[src/rtl/dpram_stream_reader.sv]
// Read-side burst controller for a dpram_128x8: issues sequential RAM reads and
// streams the returned words out through a 2-entry valid/ready buffer.
//
// state | meaning
// IDLE  | waiting for start; len=0 start only pulses done
// READ  | issuing reads while words remain and buffer credit allows
// DRAIN | all reads issued; waiting for the last word to be accepted
module dpram_stream_reader #(
   parameter int ADDR_WIDTH = 7,
   parameter int DATA_WIDTH = 8,
   parameter int LEN_WIDTH  = 8
) (
   input  logic                  clk,
   input  logic                  RN,
   input  logic                  start,
   input  logic [ADDR_WIDTH-1:0] start_addr,
   input  logic [LEN_WIDTH-1:0]  len,
   output logic                  busy,
   output logic                  done,
   output logic                  ren,
   output logic [ADDR_WIDTH-1:0] raddr,
   input  logic [DATA_WIDTH-1:0] mem_data,
   output logic [DATA_WIDTH-1:0] out_data,
   output logic                  out_valid,
   input  logic                  out_ready
);

   localparam logic [1:0] IDLE  = 2'd0;
   localparam logic [1:0] READ  = 2'd1;
   localparam logic [1:0] DRAIN = 2'd2;

   logic [1:0]            state;
   logic [LEN_WIDTH-1:0]  remaining;
   logic [LEN_WIDTH-1:0]  accepted;
   logic [LEN_WIDTH-1:0]  len_q;
   logic                  cap_pending;
   logic [DATA_WIDTH-1:0] buf_mem [2];
   logic                  wr_ptr;
   logic                  rd_ptr;
   logic [1:0]            count;
   logic [2:0]            occ;
   logic                  push;
   logic                  pop;
   logic                  credit_ok;
   logic                  issue;
   logic                  last_pop;

   assign out_valid = (count != 2'd0);
   assign out_data  = buf_mem[rd_ptr];
   assign pop       = out_valid & out_ready;
   assign push      = cap_pending;

   // A read occupies a credit from the cycle ren is high until its word leaves
   // the buffer, so the RAM strobe, the data-return cycle and the buffer share
   // two credits; a pop this cycle releases one for the next strobe.
   assign occ       = {1'b0, count} + {2'b0, cap_pending} + {2'b0, ren};
   assign credit_ok = (occ < 3'd2) || ((occ == 3'd2) && pop);
   assign issue     = (state == READ) && (remaining != '0) && credit_ok;
   assign last_pop  = pop && (accepted == (len_q - 1'b1));

   always_ff @(posedge clk or negedge RN) begin
      if (!RN) begin
         state     <= IDLE;
         busy      <= 1'b0;
         done      <= 1'b0;
         ren       <= 1'b0;
         raddr     <= '0;
         remaining <= '0;
         len_q     <= '0;
         accepted  <= '0;
      end else begin
         done <= 1'b0;
         case (state)
            IDLE: begin
               if (start) begin
                  if (len != '0) begin
                     state     <= READ;
                     busy      <= 1'b1;
                     ren       <= 1'b1;
                     raddr     <= start_addr;
                     remaining <= len - 1'b1;
                     len_q     <= len;
                     accepted  <= '0;
                  end else begin
                     done <= 1'b1;
                  end
               end
            end
            READ: begin
               ren <= issue;
               if (issue) begin
                  raddr     <= raddr + 1'b1;
                  remaining <= remaining - 1'b1;
               end
               if (remaining == '0) state <= DRAIN;
               if (pop) accepted <= accepted + 1'b1;
            end
            DRAIN: begin
               ren <= 1'b0;
               if (pop) accepted <= accepted + 1'b1;
               if (last_pop) begin
                  state <= IDLE;
                  busy  <= 1'b0;
                  done  <= 1'b1;
               end
            end
            default: begin
               state <= IDLE;
               busy  <= 1'b0;
               ren   <= 1'b0;
            end
         endcase
      end
   end

   // RAM data lands on mem_data the cycle after ren and is pushed at that edge.
   always_ff @(posedge clk or negedge RN) begin
      if (!RN) begin
         cap_pending <= 1'b0;
         buf_mem[0]  <= '0;
         buf_mem[1]  <= '0;
         wr_ptr      <= 1'b0;
         rd_ptr      <= 1'b0;
         count       <= 2'd0;
      end else begin
         cap_pending <= ren;
         if (push) begin
            buf_mem[wr_ptr] <= mem_data;
            wr_ptr          <= ~wr_ptr;
         end
         if (pop) rd_ptr <= ~rd_ptr;
         count <= count + {1'b0, push} - {1'b0, pop};
      end
   end

endmodule

[config.mk]
export PLATFORM = sky130hd
export DESIGN_NAME = dpram_stream_reader
export DESIGN_NICKNAME = d
export VERILOG_FILES = /design/src/rtl/dpram_stream_reader.sv
export SDC_FILE = /design/constraint.sdc
export NUM_CORES = 1
export LEC_CHECK = 0
export CAP_MARGIN = 20
export CORE_ASPECT_RATIO = 0.75
export CORE_MARGIN = 2
export CORE_UTILIZATION = 28
export CTS_BUF_LIST = sky130_fd_sc_hd__clkbuf_8
export DETAILED_ROUTE_END_ITERATION = 10
export PLACE_DENSITY = 0.46
export SYNTH_ARGS = -nofsm -noshare
export SYNTH_HDL_FRONTEND = slang
export SYNTH_SLANG_ARGS = --single-unit
[constraint.sdc]
create_clock -name clk -period 4.3 [get_ports clk]
set_clock_uncertainty 0.1 [all_clocks]
set_input_delay 0.645 -clock clk [delete_from_list [all_inputs] [get_ports clk]]
set_output_delay 0.645 -clock clk [all_outputs]
set_load 0.01 [all_outputs]
Word level (Yosys, flattened, before mapping)
Cells that the tools add are included.
{"block": "op_classes", "addsub": 9, "n_lt_le_gt_ge": 4, "eq_ne": 10, "n_mux": 32, "bitwise": 6, "reduce_logical": 20}
{"op": "2-to-1 mux 8 bit", "count": 10}
{"op": "one-hot mux 8 bit (2 select lines)", "count": 2}
{"op": "subtractor 8 x 1 -> 8 bit, second input constant", "count": 3}
{"op": "2-to-1 mux 7 bit", "count": 3}
{"op": "bitwise mux 16 bit", "count": 1}
{"op": "AND reduction 4 bit", "count": 4}
{"op": "nonzero test 8 bit", "count": 2}
{"op": "one-hot mux 7 bit (2 select lines)", "count": 1}
{"op": "adder 8 x 1 -> 8 bit, second input constant", "count": 1}
{"op": "demux 8 bit (select 1 bit)", "count": 1}
{"op": "== test 8 bit", "count": 1}
{"op": "logical NOT 8 bit", "count": 1}
{"op": "2-to-1 mux 2 bit", "count": 4}
{"op": "!= test 2 bit, second input constant", "count": 4}
{"op": "adder 7 x 1 -> 7 bit, second input constant", "count": 1}
{"op": "2-to-1 mux 1 bit", "count": 6}
{"op": "one-hot mux 2 bit (3 select lines)", "count": 1}
{"op": "nonzero test 2 bit", "count": 3}
{"op": "logical AND 1 bit", "count": 5}
{"op": "greater-or-equal comparator 2 bit, second input constant", "count": 2}
{"op": "!= test 2 x 1 -> 1 bit, second input constant", "count": 2}
{"op": "NOT 1 -> 2 bit", "count": 2}
{"op": "one-hot mux 1 bit (2 select lines)", "count": 2}
{"op": "adder 2 x 1 -> 3 bit", "count": 1}
{"op": "other kinds (16)", "count": 18}
{"block": "totals", "regBits": 57, "input_bits": 27}

Longest topological paths before layout
Gate-level depths: netlist of the first run.
{"block": "depth", "ltp_word": 8, "depth_mapped": 11}

Worst setup path before layout of the first run
OpenSTA, ideal clock, no wires.
{"block": "synth_path", "kind": "register -> register", "start": "reg ren", "end": "reg raddr[3]", "arrival_ps": 2280, "required_time_ps": 4077, "path_slack_ps": 1798, "path_stages_with_launch": 9, "n_path_buf": 1, "synth_period_minus_slack_ps": 2502, "path_cell_list": "dfrtp_1 -> inv_1 -> fa_1 -> ha_1 -> a41oi_1 -> a2bb2oi_2 -> or3_1 -> buf_4 -> o221a_2"}
{"block": "synth_between", "elab_chain_len": 7}
{"item": "start, declared", "line_no": "20", "text": "output logic ren,"}
{"item": "start signal, assigned", "line_no": "90", "text": "ren <= issue;"}
{"item": "adder 3 x 1 -> 3 bit *", "line_no": "56", "text": "assign occ = {1'b0, count} + {2'b0, cap_pending} + {2'b0, ren};"}
{"item": "parallel branches: the longest is 2 deep, another holds less-than comparator 3 x 2 -> 1 bit"}
{"item": "logical OR 1 bit *", "line_no": "57", "text": "assign credit_ok = (occ < 3'd2) || ((occ == 3'd2) && pop);"}
{"item": "logical AND 1 bit *", "line_no": "58", "text": "assign issue = (state == READ) && (remaining != '0) && credit_ok;"}
{"item": "!= test 2 bit (no line) *"}
{"item": "AND reduction 4 bit (no line) *"}
{"item": "end signal, assigned", "line_no": "80", "text": "raddr <= start_addr;"}
{"item": "end signal, assigned", "line_no": "92", "text": "raddr <= raddr + 1'b1;"}
{"item": "end, declared", "line_no": "21", "text": "output logic [ADDR_WIDTH-1:0] raddr,"}
Every way passes the cells marked *.
A chain may end at the register's enable or synchronous reset.

Worst setup path after layout of the first run
{"block": "layout_path", "start": "in len[4]", "end": "reg remaining[7]"}
{"block": "layout_between", "elab_chain_len": 4}
{"item": "start, declared", "line_no": "17", "text": "input logic [LEN_WIDTH-1:0] len,"}
{"item": "subtractor 8 x 1 -> 8 bit", "line_no": "81", "text": "remaining <= len - 1'b1;"}
{"item": "2-to-1 mux 8 bit", "line_no": "76", "text": "if (len != '0) begin"}
{"item": "2-to-1 mux 8 bit", "line_no": "75", "text": "if (start) begin"}
{"item": "one-hot mux 8 bit (2 select lines)", "line_no": "73", "text": "case (state)"}
{"item": "end signal, assigned", "line_no": "81"}
{"item": "end signal, assigned", "line_no": "93", "text": "remaining <= remaining - 1'b1;"}
{"item": "end, declared", "line_no": "33", "text": "logic [LEN_WIDTH-1:0] remaining;"}
Parallel ways exist; a longest one is shown, timed or not. The select of a mux whose other input is x is not followed.

==> flow_metrics.py, run 1 <==
metrics = {
    "yosys": {
        "synth.net_count": 353,
        "yosysSeqAreaShare_pct": 43.5,
        "yosys.area.top_type": "sky130_fd_sc_hd__dfrtp_1",
        "avgSynthCellArea_sq_um": 10.4,
        "synth_area_sq_um": 3280,
        "synth.lib_cells_used.distinct": 52,
        "synth_common_cells": "57 x sky130_fd_sc_hd__dfrtp_1, 34 x sky130_fd_sc_hd__mux2_2, 27 x sky130_fd_sc_hd__nor2_1",
        "synth_edf_count": 0,
        "cell_types_with_the_largest_area_share_after_synthesis": "sky130_fd_sc_hd__dfrtp_1 44%, sky130_fd_sc_hd__mux2_2 12%, sky130_fd_sc_hd__ha_1 4.2%",
        "yosys_register_bits": 57,
        "synth_ff_type": "sky130_fd_sc_hd__dfrtp_1",
        "yosys.cell_count.top_type": "sky130_fd_sc_hd__dfrtp_1",
        "post_synth_inst_count": 314,
        "number_of_warning_messages_in_the_yosys_log": 0,
        "synthDominantCellAreaShare_pct": 43.5,
        "synth-async-reset-ratio_pct": 100,
    },
    "place": {
        "gpl.final_weighted_congestion": 0.799,
        "placed_area_sq_um": 3870,
        "post-dp-hpwl_microns": 5660,
        "port_buffers": 45,
    },
    "job": {
        "drv_cap": 0,
    },
    "setup_path": {
        "worst_setup_path_start_kind": "input port",
        "worstPathRequired_ps": 4480,
        "timing.critical_path.slowest_stage_cell": "sky130_fd_sc_hd__a21oi_2",
        "path_cells": "clkdlybuf4s50_1, nor4_1, nand2_1, a21oi_2, or3_1, o22ai_1, a21oi_1",
        "crit_fanout": 12,
        "timing.setup.critical_path_class": "in2reg",
        "cp_data_arrival_time_ps": 3190,
        "crit_path_end_kind": "flop",
        "critical_path.max_stage_delay_ps": 540,
    },
    "clock_tree": {
        "post-cts-setup-buffer-count": 0,
        "worstSkewPairLatency_ps": 350,
        "clkSinkCount": 57,
        "cts_hold_repair.buffers": 0,
        "cts_inserted_buffers": 9,
        "worst_setup_hold_path_clk_slew_ps": 70,
        "cts.path.max_buffers": 2,
        "cts_repair_resize_count": 0,
        "htree_levels": 3,
        "root_buffer": "sky130_fd_sc_hd__clkbuf_8",
        "cts_tree": "built",
    },
    "sta": {
        "holdWs_ps": 171,
        "final-hold-violation-count": 0,
        "report.final.slew_viol_count": 0,
        "worst_pin_slew_ps": 850,
        "maxClockFrequency_mhz": 333,
        "setup_total_negative_slack_ps": 0,
        "setup_repair_after_global_routing_missed_its_margin": "false",
        "relSlewSlack_pct": 43.3,
        "fin_crit_sh_pct": 69.9,
        "finalSetupViolations": 0,
        "min_period_ps": 3010,
    },
    "die": {
        "design.core.area_sq_um": 11500,
        "die_area_sq_um": 12600,
        "initial_utilization_pct": 28.5,
        "io_pins": 46,
        "die_y_microns": 97.7,
        "die_w_microns": 129,
        "placement_rows": 34,
    },
    "cells_and_area": {
        "fillerInstances": 1173,
        "design_area_sq_um": 4050,
        "finish.utilization_pct": 35.3,
        "area_delta_synth_final_pct": 23.6,
        "multiInputGateArea_sq_um": 1740,
        "finish.net_count": 401,
        "share_of_final_layout_standard_cells_stronger_than_drive_strength_1_pct": 20.4,
        "ff_latch_area_sq_um": 1430,
        "antenna_cells_inserted": 0,
    },
    "global_route": {
        "globalRoute.totalOverflow": 0,
        "grt_pass1_wl_microns": 13600,
        "grt_start_max_net_pins": 36,
        "antenna_found_initial": 0,
        "global_route.usage.total_pct": 13.8,
        "vias_in_the_first_global_route": 2543,
    },
    "routing": {
        "route.vias.total": 2541,
        "initialDrtViolationCount": 182,
        "post-route-drc-count": 0,
        "post_drt_via_cell_ratio": 4.97,
        "routed_wirelength_microns": 7920,
        "first_pass_iters": 4,
        "avgRoutedWirePerCell_microns": 15.5,
        "final_antenna_net_count": 0,
    },
    "run_status": {
        "outcome": "finished clean",
    },
    "pwr": {
        "total_leakage_power_uw": 0.00163,
        "power_per_cell_area_nw_per_um2": 771,
        "peakVddDrop_mv": 0.216,
    },
    "min_path": {
        "hold_path_class": "in2async",
    },
}
cell families (layout without fill, tap and decap cells):
kind of cell | Yosys count | in the layout | synth area share [%]
compound gates | 65 | 65 | 14.2
simple gates | 91 | 91 | 14.5
fa+ha+maj | 12 | 12 | 4.81
xor+xnor | 25 | 25 | 6.68
mux | 38 | 38 | 12.9
flops | 57 | 57 | 43.5
buf+inv | 26 | 79 | 3.32
critical path: cells and delay by family:
kind            cells  cell delay, ps
buf+inv             1             520
simple gates        3            1170
compound gates      3             840
registers in the layout (all words and copies together) (netlist names):
name / cells
ren: 1
raddr: 7
count: 2
cap_pending: 1
remaining: 8
busy: 1
done: 1
state: 2
len_q: 8
buf_mem: 16
accepted: 8
wr_ptr: 1
rd_ptr: 1
where the power goes:
part / total [uW] / leakage, uW / switching (uW) / internal, uW
clock: 470 / 0.0000887 / 245 / 225
combinational: 1600 / 0.000851 / 769 / 832
sequential: 1050 / 0.000686 / 258 / 791
metrics by stage:
step                total power [uW]  worst slack, ps  std cells
floorplan                       2140             1800        314
global placement                2650             1020        495
detailed placement              2660              943        495
CTS                             3160             1310        511
global route                    3390              920        511
finish                          3120             1290        511
final timing paths:
path,from,end,slack [ps],depth (start not counted)
max,len[4],remaining[7]$_DFFE_PN0P_,1290,7
min,RN,raddr[3]$_DFFE_PN0P_,170,1
max reg2reg,cap_pending$_DFF_PN0_,remaining[0]$_DFFE_PN0P_,1330,7
min reg2reg,ren$_DFFE_PN0P_,cap_pending$_DFF_PN0_,320,0
max in group asynchronous,RN,accepted[3]$_DFFE_PN0P_,3060,2
min in group clk,ren$_DFFE_PN0P_,cap_pending$_DFF_PN0_,320,0
per-layer routing:
layer | vias to the layer above | GRT usage [%] | share of wire [%] | routed length [microns]
li1 | 1238 | - | - | -
met1 | 1228 | 21.3 | 54 | 4290
met2 | 66 | 18.0 | 39 | 3120
met3 | 9 | 4.30 | 5.2 | 412
met4 | 0 | 4.01 | 1.3 | 99
met5 | - | 0 | 0 | 0
layout make-up:
type	count	area share, %
clock buffer	10	3.40
sequential	57	35.2
tap	144	4.45
timing repair buffer	47	11.4
inverter	16	1.48
clock inverter	6	1.05
multi-input combinational	231	43.0
cell usage in the layout (no fill, tap or decap), types with 2 or more instances in the layout:
master	n
sky130_fd_sc_hd__dfrtp_1	57
sky130_fd_sc_hd__clkdlybuf4s50_1	44
sky130_fd_sc_hd__mux2_2	34
sky130_fd_sc_hd__nor2_1	27
sky130_fd_sc_hd__inv_1	16
sky130_fd_sc_hd__nand2_1	16
sky130_fd_sc_hd__o21ai_0	16
sky130_fd_sc_hd__a21oi_1	15
sky130_fd_sc_hd__xnor2_1	14
sky130_fd_sc_hd__nor3_1	11
sky130_fd_sc_hd__xor2_1	11
sky130_fd_sc_hd__ha_1	11
sky130_fd_sc_hd__clkbuf_8	10
sky130_fd_sc_hd__o22ai_1	6
sky130_fd_sc_hd__o221a_2	6
sky130_fd_sc_hd__nor4_1	5
sky130_fd_sc_hd__nand3_1	5
sky130_fd_sc_hd__mux2i_1	4
sky130_fd_sc_hd__nor3b_1	4
sky130_fd_sc_hd__or2_2	4
sky130_fd_sc_hd__nand4_1	3
sky130_fd_sc_hd__a32oi_1	3
sky130_fd_sc_hd__a22o_1	3
sky130_fd_sc_hd__or3b_2	2
sky130_fd_sc_hd__o31a_1	2
sky130_fd_sc_hd__o211ai_1	2
sky130_fd_sc_hd__a31o_2	2
sky130_fd_sc_hd__and3_1	2
sky130_fd_sc_hd__nor2b_1	2
sky130_fd_sc_hd__clkinvlp_4	2
sky130_fd_sc_hd__clkinv_2	2
sky130_fd_sc_hd__buf_4	2
No activity file was read; power rests on OpenSTA's default activity.
==> inputs of run 2 (changes only) <==
- PLACE_DENSITY: 0.46 -> 0.47
- clock period: 4.3 -> 2.5 ns (I/O delays scaled with it)
==> flow_metrics.py, run 2 (synthesized netlist as in run 1, its figures left out) <==
metrics = {
    "run_status": {
        "outcome": "finished clean",
    },
    "setup_path": {
        "worstReg2RegStart": "ren$_DFFE_PN0P_",
        "cp_data_arrival_time_ps": 2530,
        "reg2reg_setup_slack_ps": 150,
        "worstPathRequired_ps": 2670,
        "crit_fanout": 6,
        "setup.worst_path.start": "len[3]",
        "worst_setup_path_start_kind": "input port",
        "timing.setup.critical_path_class": "in2reg",
        "crit_path_end_kind": "flop",
    },
    "min_path": {
        "hold_path_class": "reg2reg",
        "holdCritStartpoint": "wr_ptr$_DFFE_PN0P_",
    },
    "cells_and_area": {
        "fillerInstances": 1131,
        "max_flop_register": "buf_mem",
        "largest_reg_flops": 16,
        "mostFrequentLayoutCell": "sky130_fd_sc_hd__dfrtp_1",
        "ff_latch_area_sq_um": 1430,
        "multiInputGateArea_sq_um": 1790,
        "finish.cell_count_without_fillers": 549,
        "finish.net_count": 439,
        "design_area_sq_um": 4430,
        "layout.cells.most_common_list": "57 x sky130_fd_sc_hd__dfrtp_1, 44 x sky130_fd_sc_hd__clkdlybuf4s50_1, 35 x sky130_fd_sc_hd__buf_4, 34 x sky130_fd_sc_hd__mux2_2, 27 x sky130_fd_sc_hd__nor2_1",
        "share_of_final_layout_standard_cells_stronger_than_drive_strength_1_pct": 29.4,
        "antenna_cells_inserted": 0,
        "area_delta_synth_final_pct": 35.2,
    },
    "place": {
        "post-dp-hpwl_microns": 6040,
        "dpl_worst_slack_ps": -125,
        "placed_area_sq_um": 4160,
        "port_buffers": 45,
        "placed_cells": 530,
        "gpl.final_weighted_congestion": 0.765,
    },
    "die": {
        "initial_utilization_pct": 28.5,
        "placement_rows": 34,
        "io_pins": 46,
        "design.core.area_sq_um": 11500,
        "die_area_sq_um": 12600,
        "die_y_microns": 97.7,
        "die_w_microns": 129,
    },
    "global_route": {
        "grt_start_max_net_pins": 37,
        "vias_in_the_first_global_route": 2581,
        "grt_pass1_wl_microns": 13700,
        "global_route.usage.total_pct": 13.9,
        "antenna_found_initial": 0,
        "globalRoute.totalOverflow": 0,
    },
    "clock_tree": {
        "worst_setup_hold_path_clk_slew_ps": 70,
        "cts.path.max_buffers": 2,
        "worstSkewPairLatency_ps": 350,
        "clkSinkCount": 57,
        "cts_tree": "built",
        "htree_levels": 3,
        "root_buffer": "sky130_fd_sc_hd__clkbuf_8",
        "cts_inserted_buffers": 9,
    },
    "sta": {
        "min_period_ps": 2360,
        "finalSetupViolations": 0,
        "setup_repair_after_global_routing_missed_its_margin": "false",
        "maxClockFrequency_mhz": 423,
        "worst_pin_slew_ps": 569,
        "finalWorstSetupSlack_ps": 136,
        "fin_crit_sh_pct": 94.6,
        "final-hold-violation-count": 0,
        "report.final.slew_viol_count": 0,
        "relSlewSlack_pct": 62.1,
    },
    "pwr": {
        "totalPowerFinal_uw": 5900,
        "power_per_cell_area_nw_per_um2": 1330,
        "peakVddDrop_mv": 0.421,
        "total_leakage_power_uw": 0.00184,
    },
    "job": {
        "drv_cap": 0,
    },
    "routing": {
        "route.vias.total": 2661,
        "initialDrtViolationCount": 179,
        "first_pass_iters": 4,
        "post_drt_via_cell_ratio": 4.85,
        "final_antenna_net_count": 0,
        "avgRoutedWirePerCell_microns": 15.0,
        "routed_wirelength_microns": 8210,
        "post-route-drc-count": 0,
    },
}
-- run 2: final timing paths --
kind,to,depth (start not counted)
worst max register to register,raddr[2]$_DFFE_PN0P_,8
worst max-delay path,remaining[3]$_DFFE_PN0P_,8
worst min register to register,wr_ptr$_DFFE_PN0P_,1
worst min-delay path,wr_ptr$_DFFE_PN0P_,1
min in group asynchronous,raddr[4]$_DFFE_PN0P_,2
max in group asynchronous,accepted[7]$_DFFE_PN0P_,3
-- run 2: report_power, final --
| group | switching (uW) | total [uW] | leakage, uW | internal [uW] |
|---|---|---|---|---|
| clock network | 411 | 899 | 0.0000949 | 488 |
| registers | 427 | 1790 | 0.000686 | 1360 |
| logic | 1440 | 3210 | 0.00106 | 1770 |
-- run 2: final cells by class --
class / instances / share of cell area (%)
clock buffer: 10 / 3.11
clock inverter: 6 / 1.50
inverter: 16 / 1.36
multi-input combinational: 231 / 40.3
sequential: 57 / 32.2
tap: 144 / 4.07
timing repair buffer: 85 / 17.5
-- run 2: repair_timing --
item / in CTS / in global routing
gates cloned: 0 / 1
pin swaps: 0 / 3
endpoints found under the setup margin: 3 / 16
setup buffers: 0 / 1
endpoints found under the hold margin: 21 / 0
hold buffers: 1 / 0
gates resized for setup: 1 / 13
-- run 2: layer usage --
| metal | track usage, % | vias to the layer above | part of all wire (%) |
|---|---|---|---|
| met5 | 0 | - | 0 |
| li1 | - | 1317 | - |
| met3 | 4.07 | 7 | 5.1 |
| met2 | 18.7 | 67 | 40 |
| met4 | 3.76 | 0 | 1.2 |
| met1 | 21.2 | 1270 | 54 |
-- run 2: critical path, stage by stage --
cell                              delay (ps)
sky130_fd_sc_hd__clkdlybuf4s50_1         430
sky130_fd_sc_hd__nor4_1                  470
sky130_fd_sc_hd__nand2_1                 200
sky130_fd_sc_hd__a21oi_2                 380
sky130_fd_sc_hd__buf_4                   200
sky130_fd_sc_hd__nor3_1                   40
sky130_fd_sc_hd__mux2_2                  280
sky130_fd_sc_hd__a21oi_1                 150
-- run 2: metrics by stage --
| step | hold slack, ps | util, % | setup TNS, ps |
|---|---|---|---|
| after detailed placement | 309 | 36.2 | -1080 |
| after global placement | 315 | 36.2 | -27.0 |
| after CTS | 394 | 38.1 | 0 |
| after floorplan | -20.6 | - | 0 |
| final | 394 | 38.6 | 0 |
| after global routing | 404 | 38.6 | 0 |
